**src/rtl/lenet_pkg.sv**
```systemverilog
// Shared types and image geometry for the LeNet frame source (LENET_TX_PINGPONG_EN selects banking in the top).
// Pure declarations: no latency, no flow control.
package lenet_pkg;

    localparam int LENET_IMG_COLS = 32;
    localparam int LENET_IMG_ROWS = 32;

    typedef enum logic [2:0] {
        S_IDLE,
        S_VSYNC,
        S_VBLANK,
        S_HBLANK,
        S_ACTIVE,
        S_TAIL,
        S_DONE
    } lenet_state_t;

    // One code point beyond the image so that out-of-range host addresses can be expressed and rejected.
    function automatic int lenet_addr_w(input int depth);
        return $clog2(depth + 1);
    endfunction

endpackage

```
**src/rtl/lenet_frame_ram.sv**
```systemverilog
// Image RAM: one synchronous write port, one synchronous read port, 1-cycle read latency.
// No backpressure; contents are never reset.
module lenet_frame_ram #(
    parameter int WD    = 1,
    parameter int DEPTH = 1024,
    parameter int AW    = 10
) (
    input  logic          i_sclk,
    input  logic          i_wr_en,
    input  logic [AW-1:0] i_wr_addr,
    input  logic [WD-1:0] i_wr_data,
    input  logic          i_rd_en,
    input  logic [AW-1:0] i_rd_addr,
    output logic [WD-1:0] o_rd_data
);

    logic [WD-1:0] r_mem [DEPTH];
    logic [WD-1:0] r_rd_data;

    always_ff @(posedge i_sclk) begin
        if (i_wr_en) begin
            r_mem[i_wr_addr] <= i_wr_data;
        end
        if (i_rd_en) begin
            r_rd_data <= r_mem[i_rd_addr];
        end
    end

    assign o_rd_data = r_rd_data;

endmodule

```
**src/rtl/lenet_frame_tx.sv**
```systemverilog
// Replays a host-loaded ROWS x COLS image as a vsync/hsync/valid raster; stream outputs lag state decode by 1 cycle.
// Free-running stream with no backpressure; LENET_TX_PINGPONG_EN adds a second bank so host writes never stall.
module lenet_frame_tx
    import lenet_pkg::*;
#(
    parameter int WD        = 1,
    parameter int COLS      = LENET_IMG_COLS,
    parameter int ROWS      = LENET_IMG_ROWS,
    parameter int HBLANK    = 8,
    parameter int VSYNC_LEN = 2,
    parameter int VBLANK    = 4,
    parameter int TAIL      = 16
) (
    input  logic                                i_sclk,
    input  logic                                i_rst,
    input  logic                                i_wr_en,
    input  logic [lenet_addr_w(ROWS*COLS)-1:0]  i_wr_addr,
    input  logic [WD-1:0]                       i_wr_data,
    input  logic                                i_start,
    output logic                                o_busy,
    output logic                                o_done,
    output logic                                o_wr_err,
    output logic                                o_vsync,
    output logic                                o_hsync,
    output logic                                o_valid,
    output logic [WD-1:0]                       o_tdata
);

    localparam int DEPTH = ROWS * COLS;
    localparam int AW    = lenet_addr_w(DEPTH);
    localparam int RAW   = $clog2(DEPTH);
    localparam int CW    = 16;

    generate
        if (HBLANK < 4 || COLS < 2) begin : g_bad_cfg
            $error("lenet_frame_tx: HBLANK must be >= 4 and COLS must be >= 2");
        end
    endgenerate

    lenet_state_t   r_state;
    lenet_state_t   w_state_nx;
    logic [CW-1:0]  r_cnt;
    logic [CW-1:0]  r_row;
    logic [RAW-1:0] r_rd_addr;
    logic           r_vsync;
    logic           r_hsync;
    logic           r_valid;
    logic           r_done;
    logic           r_wr_err;
    logic           w_start;
    logic           w_in_range;
    logic           w_wr_ok;
    logic           w_rd_en;
    logic [RAW-1:0] w_wr_idx;
    logic [WD-1:0]  w_rd_data;

    // The DONE output cycle still reads as busy, so a start there is refused like any other busy start.
    assign o_busy     = (r_state != S_IDLE) || r_done;
    assign w_start    = i_start && (r_state == S_IDLE) && !r_done;
    assign w_in_range = (i_wr_addr < AW'(DEPTH));
    assign w_wr_idx   = i_wr_addr[RAW-1:0];
    assign w_rd_en    = (r_state == S_ACTIVE);

    always_comb begin
        w_state_nx = r_state;
        case (r_state)
            S_IDLE:   if (w_start) w_state_nx = S_VSYNC;
            S_VSYNC:  if (r_cnt == CW'(VSYNC_LEN - 1)) w_state_nx = S_VBLANK;
            S_VBLANK: if (r_cnt == CW'(VBLANK - 1)) w_state_nx = S_HBLANK;
            S_HBLANK: if (r_cnt == CW'(HBLANK - 1)) w_state_nx = S_ACTIVE;
            S_ACTIVE: begin
                if (r_cnt == CW'(COLS - 1)) begin
                    w_state_nx = (r_row == CW'(ROWS - 1)) ? S_TAIL : S_HBLANK;
                end
            end
            S_TAIL:   if (r_cnt == CW'(TAIL - 1)) w_state_nx = S_DONE;
            S_DONE:   w_state_nx = S_IDLE;
            default:  w_state_nx = S_IDLE;
        endcase
    end

    always_ff @(posedge i_sclk or posedge i_rst) begin
        if (i_rst) begin
            r_state <= S_IDLE;
        end else begin
            r_state <= w_state_nx;
        end
    end

    // r_cnt restarts on every state change; the read address simply walks the image in raster order.
    always_ff @(posedge i_sclk or posedge i_rst) begin
        if (i_rst) begin
            r_cnt     <= '0;
            r_row     <= '0;
            r_rd_addr <= '0;
        end else begin
            r_cnt <= (w_state_nx != r_state) ? '0 : r_cnt + CW'(1);
            if (r_state == S_IDLE) begin
                r_row     <= '0;
                r_rd_addr <= '0;
            end else if (r_state == S_ACTIVE) begin
                r_rd_addr <= r_rd_addr + RAW'(1);
                if (r_cnt == CW'(COLS - 1)) begin
                    r_row <= r_row + CW'(1);
                end
            end
        end
    end

    always_ff @(posedge i_sclk or posedge i_rst) begin
        if (i_rst) begin
            r_vsync  <= 1'b0;
            r_hsync  <= 1'b0;
            r_valid  <= 1'b0;
            r_done   <= 1'b0;
            r_wr_err <= 1'b0;
        end else begin
            r_vsync  <= (r_state == S_VSYNC);
            r_hsync  <= (r_state == S_HBLANK) && (r_cnt == '0);
            r_valid  <= (r_state == S_ACTIVE);
            r_done   <= (r_state == S_DONE);
            r_wr_err <= i_wr_en && !w_wr_ok;
        end
    end

`ifdef LENET_TX_PINGPONG_EN
    logic          r_bank;
    logic [WD-1:0] w_rd_data0;
    logic [WD-1:0] w_rd_data1;

    assign w_wr_ok = i_wr_en && w_in_range;

    always_ff @(posedge i_sclk or posedge i_rst) begin
        if (i_rst) begin
            r_bank <= 1'b0;
        end else if (w_start) begin
            r_bank <= ~r_bank;
        end
    end

    // r_bank names the bank being streamed; the host always owns the other one.
    lenet_frame_ram #(.WD(WD), .DEPTH(DEPTH), .AW(RAW)) u_ram0 (
        .i_sclk    (i_sclk),
        .i_wr_en   (w_wr_ok && r_bank),
        .i_wr_addr (w_wr_idx),
        .i_wr_data (i_wr_data),
        .i_rd_en   (w_rd_en),
        .i_rd_addr (r_rd_addr),
        .o_rd_data (w_rd_data0)
    );

    lenet_frame_ram #(.WD(WD), .DEPTH(DEPTH), .AW(RAW)) u_ram1 (
        .i_sclk    (i_sclk),
        .i_wr_en   (w_wr_ok && !r_bank),
        .i_wr_addr (w_wr_idx),
        .i_wr_data (i_wr_data),
        .i_rd_en   (w_rd_en),
        .i_rd_addr (r_rd_addr),
        .o_rd_data (w_rd_data1)
    );

    assign w_rd_data = r_bank ? w_rd_data1 : w_rd_data0;
`else
    assign w_wr_ok = i_wr_en && w_in_range && !o_busy;

    lenet_frame_ram #(.WD(WD), .DEPTH(DEPTH), .AW(RAW)) u_ram (
        .i_sclk    (i_sclk),
        .i_wr_en   (w_wr_ok),
        .i_wr_addr (w_wr_idx),
        .i_wr_data (i_wr_data),
        .i_rd_en   (w_rd_en),
        .i_rd_addr (r_rd_addr),
        .o_rd_data (w_rd_data)
    );
`endif

    assign o_vsync  = r_vsync;
    assign o_hsync  = r_hsync;
    assign o_valid  = r_valid;
    assign o_done   = r_done;
    assign o_wr_err = r_wr_err;
    assign o_tdata  = r_valid ? w_rd_data : '0;

endmodule

```
**config.mk**
```make
export PLATFORM = sky130hd
export DESIGN_NAME = lenet_frame_tx
export DESIGN_NICKNAME = d
export VERILOG_FILES = /design/src/rtl/lenet_pkg.sv /design/src/rtl/lenet_frame_ram.sv /design/src/rtl/lenet_frame_tx.sv
export SDC_FILE = /design/constraint.sdc
export NUM_CORES = 2
export LEC_CHECK = 0
export CAP_MARGIN = 25
export CORE_ASPECT_RATIO = 0.75
export CORE_UTILIZATION = 45
export DETAILED_ROUTE_END_ITERATION = 12
export GPL_TIMING_DRIVEN = 1
export PLACE_DENSITY_LB_ADDON = 0.12
export SYNTH_ARGS = -nofsm -noshare
export SYNTH_HDL_FRONTEND = slang
export SYNTH_SLANG_ARGS = --single-unit
```
**constraint.sdc**
```tcl
create_clock -name i_sclk -period 3.2 [get_ports i_sclk]
set_clock_uncertainty 0.1 [all_clocks]
set_input_delay 0.64 -clock i_sclk [delete_from_list [all_inputs] [get_ports i_sclk]]
set_output_delay 0.64 -clock i_sclk [all_outputs]
set_load 0.02 [all_outputs]
```
# Yosys cells after proc, flatten, opt, wreduce, memory -nomap -nowiden
# Memory sizes are Yosys's and may differ from the RTL's. A register that Yosys moved wholly into a read port is not among the register bits.
# Cells that the tools add are included.
dict set report word_totals {
  regBits 50
  ramBits 1024
  in_bits 16
  out_inout_bits 7
  wordCells 60
  memories 1
}
dict set report op_classes {
  n_addsub 3
  order_cmp 1
  eq_ne 13
  mux 17
  reduce_logical 16
}
# memory words word_bits rd rd_clocked_by_memory_dff wr line_no
set memory_table {}
lappend memory_table {u_ram.r_mem 1024 1 1 1 1 lenet_frame_ram.sv:17} ;# logic [WD-1:0] r_mem [DEPTH];
# cell n
set ops {}
lappend ops {{2-to-1 mux 16 bit} 4}
lappend ops {{adder 16 x 1 -> 16 bit, second input constant} 2}
lappend ops {{equality test 16 x 5 -> 1 bit, second input constant} 2}
lappend ops {{2-to-1 mux 3 bit} 7}
lappend ops {{2-to-1 mux 10 bit} 2}
lappend ops {{case mux 3 bit (6 select lines)} 1}
lappend ops {{equality test 16 x 1 -> 1 bit, second input constant} 1}
lappend ops {{equality test 16 x 2 -> 1 bit, second input constant} 1}
lappend ops {{equality test 16 x 3 -> 1 bit, second input constant} 1}
lappend ops {{equality test 16 x 4 -> 1 bit, second input constant} 1}
lappend ops {{logical NOT 16 bit} 1}
lappend ops {{< comparator 11 bit, second input constant} 1}
lappend ops {{adder 10 x 1 -> 10 bit, second input constant} 1}
lappend ops {{equality test 3 bit, second input constant} 3}
lappend ops {{equality test 3 x 2 -> 1 bit, second input constant} 2}
lappend ops {{logical AND 1 bit} 6}
lappend ops {{nonzero test 2 bit} 2}
lappend ops {{equality test 3 x 1 -> 1 bit, second input constant} 1}
lappend ops {{logical NOT 1 bit} 3}
lappend ops {{logical NOT 3 bit} 1}
lappend ops {{2-to-1 mux 1 bit} 3}
lappend ops {{inequality test 3 bit} 1}
lappend ops {{nonzero test 3 bit} 1}
lappend ops {{AND reduction 2 bit} 1}
lappend ops {{logical OR 1 bit} 1}

# Depth between registers and ports, before layout
dict set report depth {
  depth_word 7
  mapped_depth 12
  depth_no_buf 8
}

# By module
# A second synthesis with hierarchy kept.
dict set report hier_totals {
  hier_cells 3407
  hier_area_um2 47401.7
}
# mod n_inst cells_each area_per_inst_um2 seq_area_each_um2
set by_module_without_submodules {}
lappend by_module_without_submodules {lenet_frame_ram 1 3112 44666.6 30779.5}
lappend by_module_without_submodules {lenet_frame_tx 1 295 2735.1 1251.2}

# Worst setup path before layout
# OpenSTA, ideal clock, no wires.
dict set report synth_timing {
  path_type {register to register}
  start {register r_state[0]}
  end {memory u_ram.r_mem[777], enable pin}
  setup_time_ns 0.300
  t_arrival_ns 2.348
  t_required_ns 2.800
  setup_slack_ns 0.453
  path_stages_with_launch 12
  n_path_buf 3
  synth_period_minus_slack_ns 2.747
  cell_sequence {dfrtp_1 clkbuf_1 or2_1 buf_2 nor3_2 inv_2 nor2_4 nand2_2 nor3b_4 nand2_4 buf_2 nor2_1}
}
dict set report synth_via {
  elab_chain_cells 6
}
# item line_no
set synth_rtl {}
lappend synth_rtl {{from (decl)} lenet_frame_tx.sv:40} ;# lenet_state_t r_state;
lappend synth_rtl {{from (signal assigned)} lenet_frame_tx.sv:86} ;# r_state <= w_state_nx;
lappend synth_rtl {{nonzero test 3 bit} lenet_frame_tx.sv:58} ;# assign o_busy = (r_state != S_IDLE) || r_done;
lappend synth_rtl {{logical OR 1 bit} lenet_frame_tx.sv:58}
lappend synth_rtl {{named net o_busy} lenet_frame_tx.sv:20} ;# output logic o_busy,
lappend synth_rtl {{logical NOT 1 bit} lenet_frame_tx.sv:164} ;# assign w_wr_ok = i_wr_en && w_in_range && !o_busy;
lappend synth_rtl {{logical AND 1 bit} lenet_frame_tx.sv:164}
lappend synth_rtl {{2-to-1 mux 1 bit} lenet_frame_ram.sv:21} ;# if (i_wr_en) begin
lappend synth_rtl {{2-to-1 mux 1 bit (implied by the code)} lenet_frame_ram.sv:22} ;# r_mem[i_wr_addr] <= i_wr_data;
lappend synth_rtl {{to (decl)} lenet_frame_ram.sv:17}
# The timed path passes the listed nets, and every way through them passes these cells.

==> summary.md <==
| Metric | Value |
|---|---|
| Max Cap Violations | `0` |
| Clock Latency Late Sink | `about 0.74 ns` |
| DR iter-0 viols | `3981` |
| Critical Path Source | `r_rd_addr[0]` |
| Core Footprint | `0.104 mm2` |
| Post-layout min period | `3.22 ns` |
| Violated checks | `setup timing` |
| Die Footprint | `0.106 mm2` |
| Final WL | `148000 um` |
| Antenna violations before repair | `3` |
| Worst R2R Setup Slack | `-0.02 ns` |
| Peak VDD IR | `~0.0004 V` |
| Initial core utilization | `0.455` |
| Final setup fails | `1` |
| Measured slew at the worst slew-check pin | `slightly below 0.8 ns` |
| Final nets | `between 3k and 4k` |
| Xor/xnor share of the synthesized area | `0.00502` |
| Final cycle utilization of the critical path | `1.01` |
| GRT Total Usage | `0.281` |
| Adder-Cell Fraction of Synth Area | `0.00159` |
| First-pass GRT wire length | `210000 um` |
| Reg clk slew, reported paths | `~0.06 ns` |
| Max Clk Rate | `311 MHz` |
| Die X | `376 um` |
| Routed vias/inst | `6.04` |
| Final worst setup slack | `-0.0180 ns` |
| Routed Antenna Nets | `0` |
| RSZ-0062 raised after global routing | `yes` |
| Die H | `282 um` |
| TritonCTS clock tree | `built` |
| Largest family of logic cells by synthesized area | `multiplexers` |
| Reg2reg path depth | `11` |
| Clock root buffer | `clkbuf_16` |
| Primary FF master, synth | `edfxtp_1` |
| Final Hold Fails | `0` |
| Post-synth EDFFs | `between 1k and 1.5k` |
| Setup crit start kind | `flop` |
| GR Overflow Total | `0` |
| Pin count of the biggest net entering global routing | `145` |
| PwrDens | `between 500 and 600 mW/mm2` |
| Worst Path Max Fanout | `9` |
| Number of buffers inserted during clock tree synthesis | `~110` |
| Port Buffers | `22` |
| Gate Count Post-Synth | `3356` |
| GPL Wtd Cong | `0.836` |
| Post-Syn Area | `approximately 0.047 mm2` |
| First-pass DRT Iterations | `6` |
| Hold Path Class | `primary input to asynchronous set/reset pin` |
| DP HPWL | `86600 um` |
| Area grow syn2layout | `16.4%` |
| CP Data Required Time | `about 3.6 ns` |
| Clock Path Buffers | `3` |
| Mux contribution to synthesized area | `0.125` |
| Power, Total | `0.0300 W` |
| Clk sinks | `1075` |
| Reg2reg start | `r_rd_addr[0]` |
| Critical path endpoint category | `flop` |
| Setup slack at placement | `-0.359 ns` |
| Synthesis-stage register bit count | `1075` |
| Worst EP arrival | `between 3 and 4 ns` |
| H-tree levels | `3` |
| Relative slew slack | `0.469` |
| Site Rows | `102` |
| Post-synth cell types | `80` |
| Warnings from Yosys | `0` |
| Hold buffers post-CTS | `0` |
| Fraction of layout cells with a size suffix above 1 | `0.229` |
| Via count | `30.2k` |
| Status | `complete, but fails checks` |
| Fin. max-slew vios | `0` |
| I/O Pins | `23` |
| Leak | `16.7 nW` |
| Register area share after synthesis | `0.680` |
| Vias in the first global route | `about 29k` |
| # DRC | `0` |
| Mapped Nets | `3378` |
| Synth Area in Compound Gates | `0.0360` |
| Ys async rst share | `0.0465` |
| Wire per inst | `29.6 um` |
| Crit path kind | `flop to flop` |
| Synth Area in Simple Gates | `0.120` |
| Syn avg cell area | `around 14 um2` |
-- cells in the mapped netlist, types with 12 or more instances --
| cell | count | area share |
|---|---|---|
| nor3_1 | 15 | 0.0016 |
| nor2b_1 | 17 | 0.0023 |
| a221oi_1 | 15 | 0.0028 |
| nand4_1 | 13 | 0.0017 |
| dfrtp_1 | 50 | 0.027 |
| and3_1 | 12 | 0.0016 |
| xor2_1 | 16 | 0.0030 |
| nand3_1 | 31 | 0.0033 |
| nor2_1 | 1088 | 0.087 |
| mux4_2 | 211 | 0.10 |
| mux2i_1 | 71 | 0.015 |
| inv_1 | 17 | 0.0014 |
| o21ai_0 | 26 | 0.0028 |
| mux2_2 | 21 | 0.0050 |
| a21oi_1 | 26 | 0.0028 |
| buf_6 | 18 | 0.0043 |
| a22oi_1 | 44 | 0.0070 |
| nand2_1 | 128 | 0.010 |
| edfxtp_1 | 1025 | 0.65 |
| a211oi_1 | 17 | 0.0027 |
| clkbuf_1 | 217 | 0.017 |
| buf_2 | 48 | 0.0051 |
| o22ai_1 | 20 | 0.0027 |
-- timing repair --
| action | in CTS | in global routing |
|---|---|---|
| gates resized for setup | 32 | 29 |
| buffers inserted | 14 | 7 |
| cloned | 3 | 0 |
| pin swaps | 9 | 10 |
| endpoints found under the setup margin | 1 | 1 |
-- layer usage --
metal,share of wire,global-route usage
met2,0.47,0.445
met1,0.41,0.392
met4,0.030,0.0853
met3,0.093,0.0590
met5,0.00043,0
-- cells in the final DEF (no fill, tap or decap), types with 8 or more instances in the layout --
cell type        instances
nor2b_1                 14
nand2_4                  8
o21ai_0                 26
a21oi_1                 23
a22oi_1                 35
a211oi_2                 9
inv_1                   16
buf_4                  251
a211oi_1                 8
a22oi_2                  9
nor2_1                1087
nor3_1                  15
o221ai_1                 9
mux4_2                 211
nand4_1                 13
nand3_1                 31
mux4_1                   8
xnor2_1                 11
and3_1                  12
clkbuf_16              109
clkdlybuf4s50_1         21
xor2_1                  16
nand2_2                 26
clkbuf_1                12
mux2i_1                 69
nand2b_1                10
dfrtp_1                 45
mux2_2                  21
clkinv_2                33
o31ai_1                  8
nand2_1                103
o22ai_1                 20
a221oi_1                12
clkinv_1                23
edfxtp_1              1025
buf_12                  66
bufinv_16               12
nor4_1                   9
-- sequential cells by signal, summed over array words and instances (netlist names) --
register,cells
o_wr_err,1
o_done,1
u_ram.o_rd_data,1
r_cnt,16
o_hsync,1
o_vsync,1
o_valid,1
r_state,3
r_row,16
r_rd_addr,10
u_ram.r_mem,1024
-- final cells by class --
type,count,area [um2]
timing repair buffer,349,3620
tap,1404,1760
fill,8613,48700
antenna,1,2.50
sequential,1075,32000
clock inverter,78,717
clock buffer,121,2770
inverter,20,75.1
multi-input combinational,1955,13900
-- worst max-delay path, cell delays in order (launching register included) --
cell	delay, ns
dfrtp_4	0.44
buf_12	0.18
buf_6	0.16
buf_12	0.17
mux4_2	0.52
a22oi_2	0.23
a21oi_2	0.09
nor4_2	0.30
buf_4	0.16
o31ai_1	0.10
o41ai_2	0.33
o32ai_2	0.13
-- path summary, 6_finish.rpt --
kind | to
max in group asynchronous | r_cnt[15]
min in group i_sclk | u_ram.r_mem[17]
worst max register to register | u_ram.o_rd_data
worst max-delay path | u_ram.o_rd_data
worst min register to register | r_row[15]
worst min-delay path | r_row[4]
-- per-stage QoR --
step / cell area (um2) / cells / hold slack (ns) / util / setup TNS (ns)
5_1_grt: 54800 / 5002 / 0.221 / 0.530 / -0.110
4_1_cts: 54700 / 4996 / 0.185 / 0.528 / 0
3_3_place_gp: 50800 / 4781 / 0.369 / 0.491 / -0.294
2_1_floorplan: 47100 / 3356 / 0.346 / - / 0
3_5_place_dp: 50800 / 4781 / 0.378 / 0.491 / -0.359
6_report: 54800 / 5003 / 0.198 / 0.530 / -0.0180
-- power breakdown --
group	total [W]	internal (W)	switching, W
sequential	0.0155	0.0154	0.0000582
combinational	0.00175	0.000768	0.000981
clock	0.0127	0.00718	0.00553
-- kinds of logic after synthesis --
group	after synthesis
DFF	1075
and+or+nand+nor	1379
AOI/OAI and AO/OA	232
muxes	311
adders and majority gates	6
buffers and inverters	326
xor gates and xnor gates	27
(Power assumes the default switching activity.)
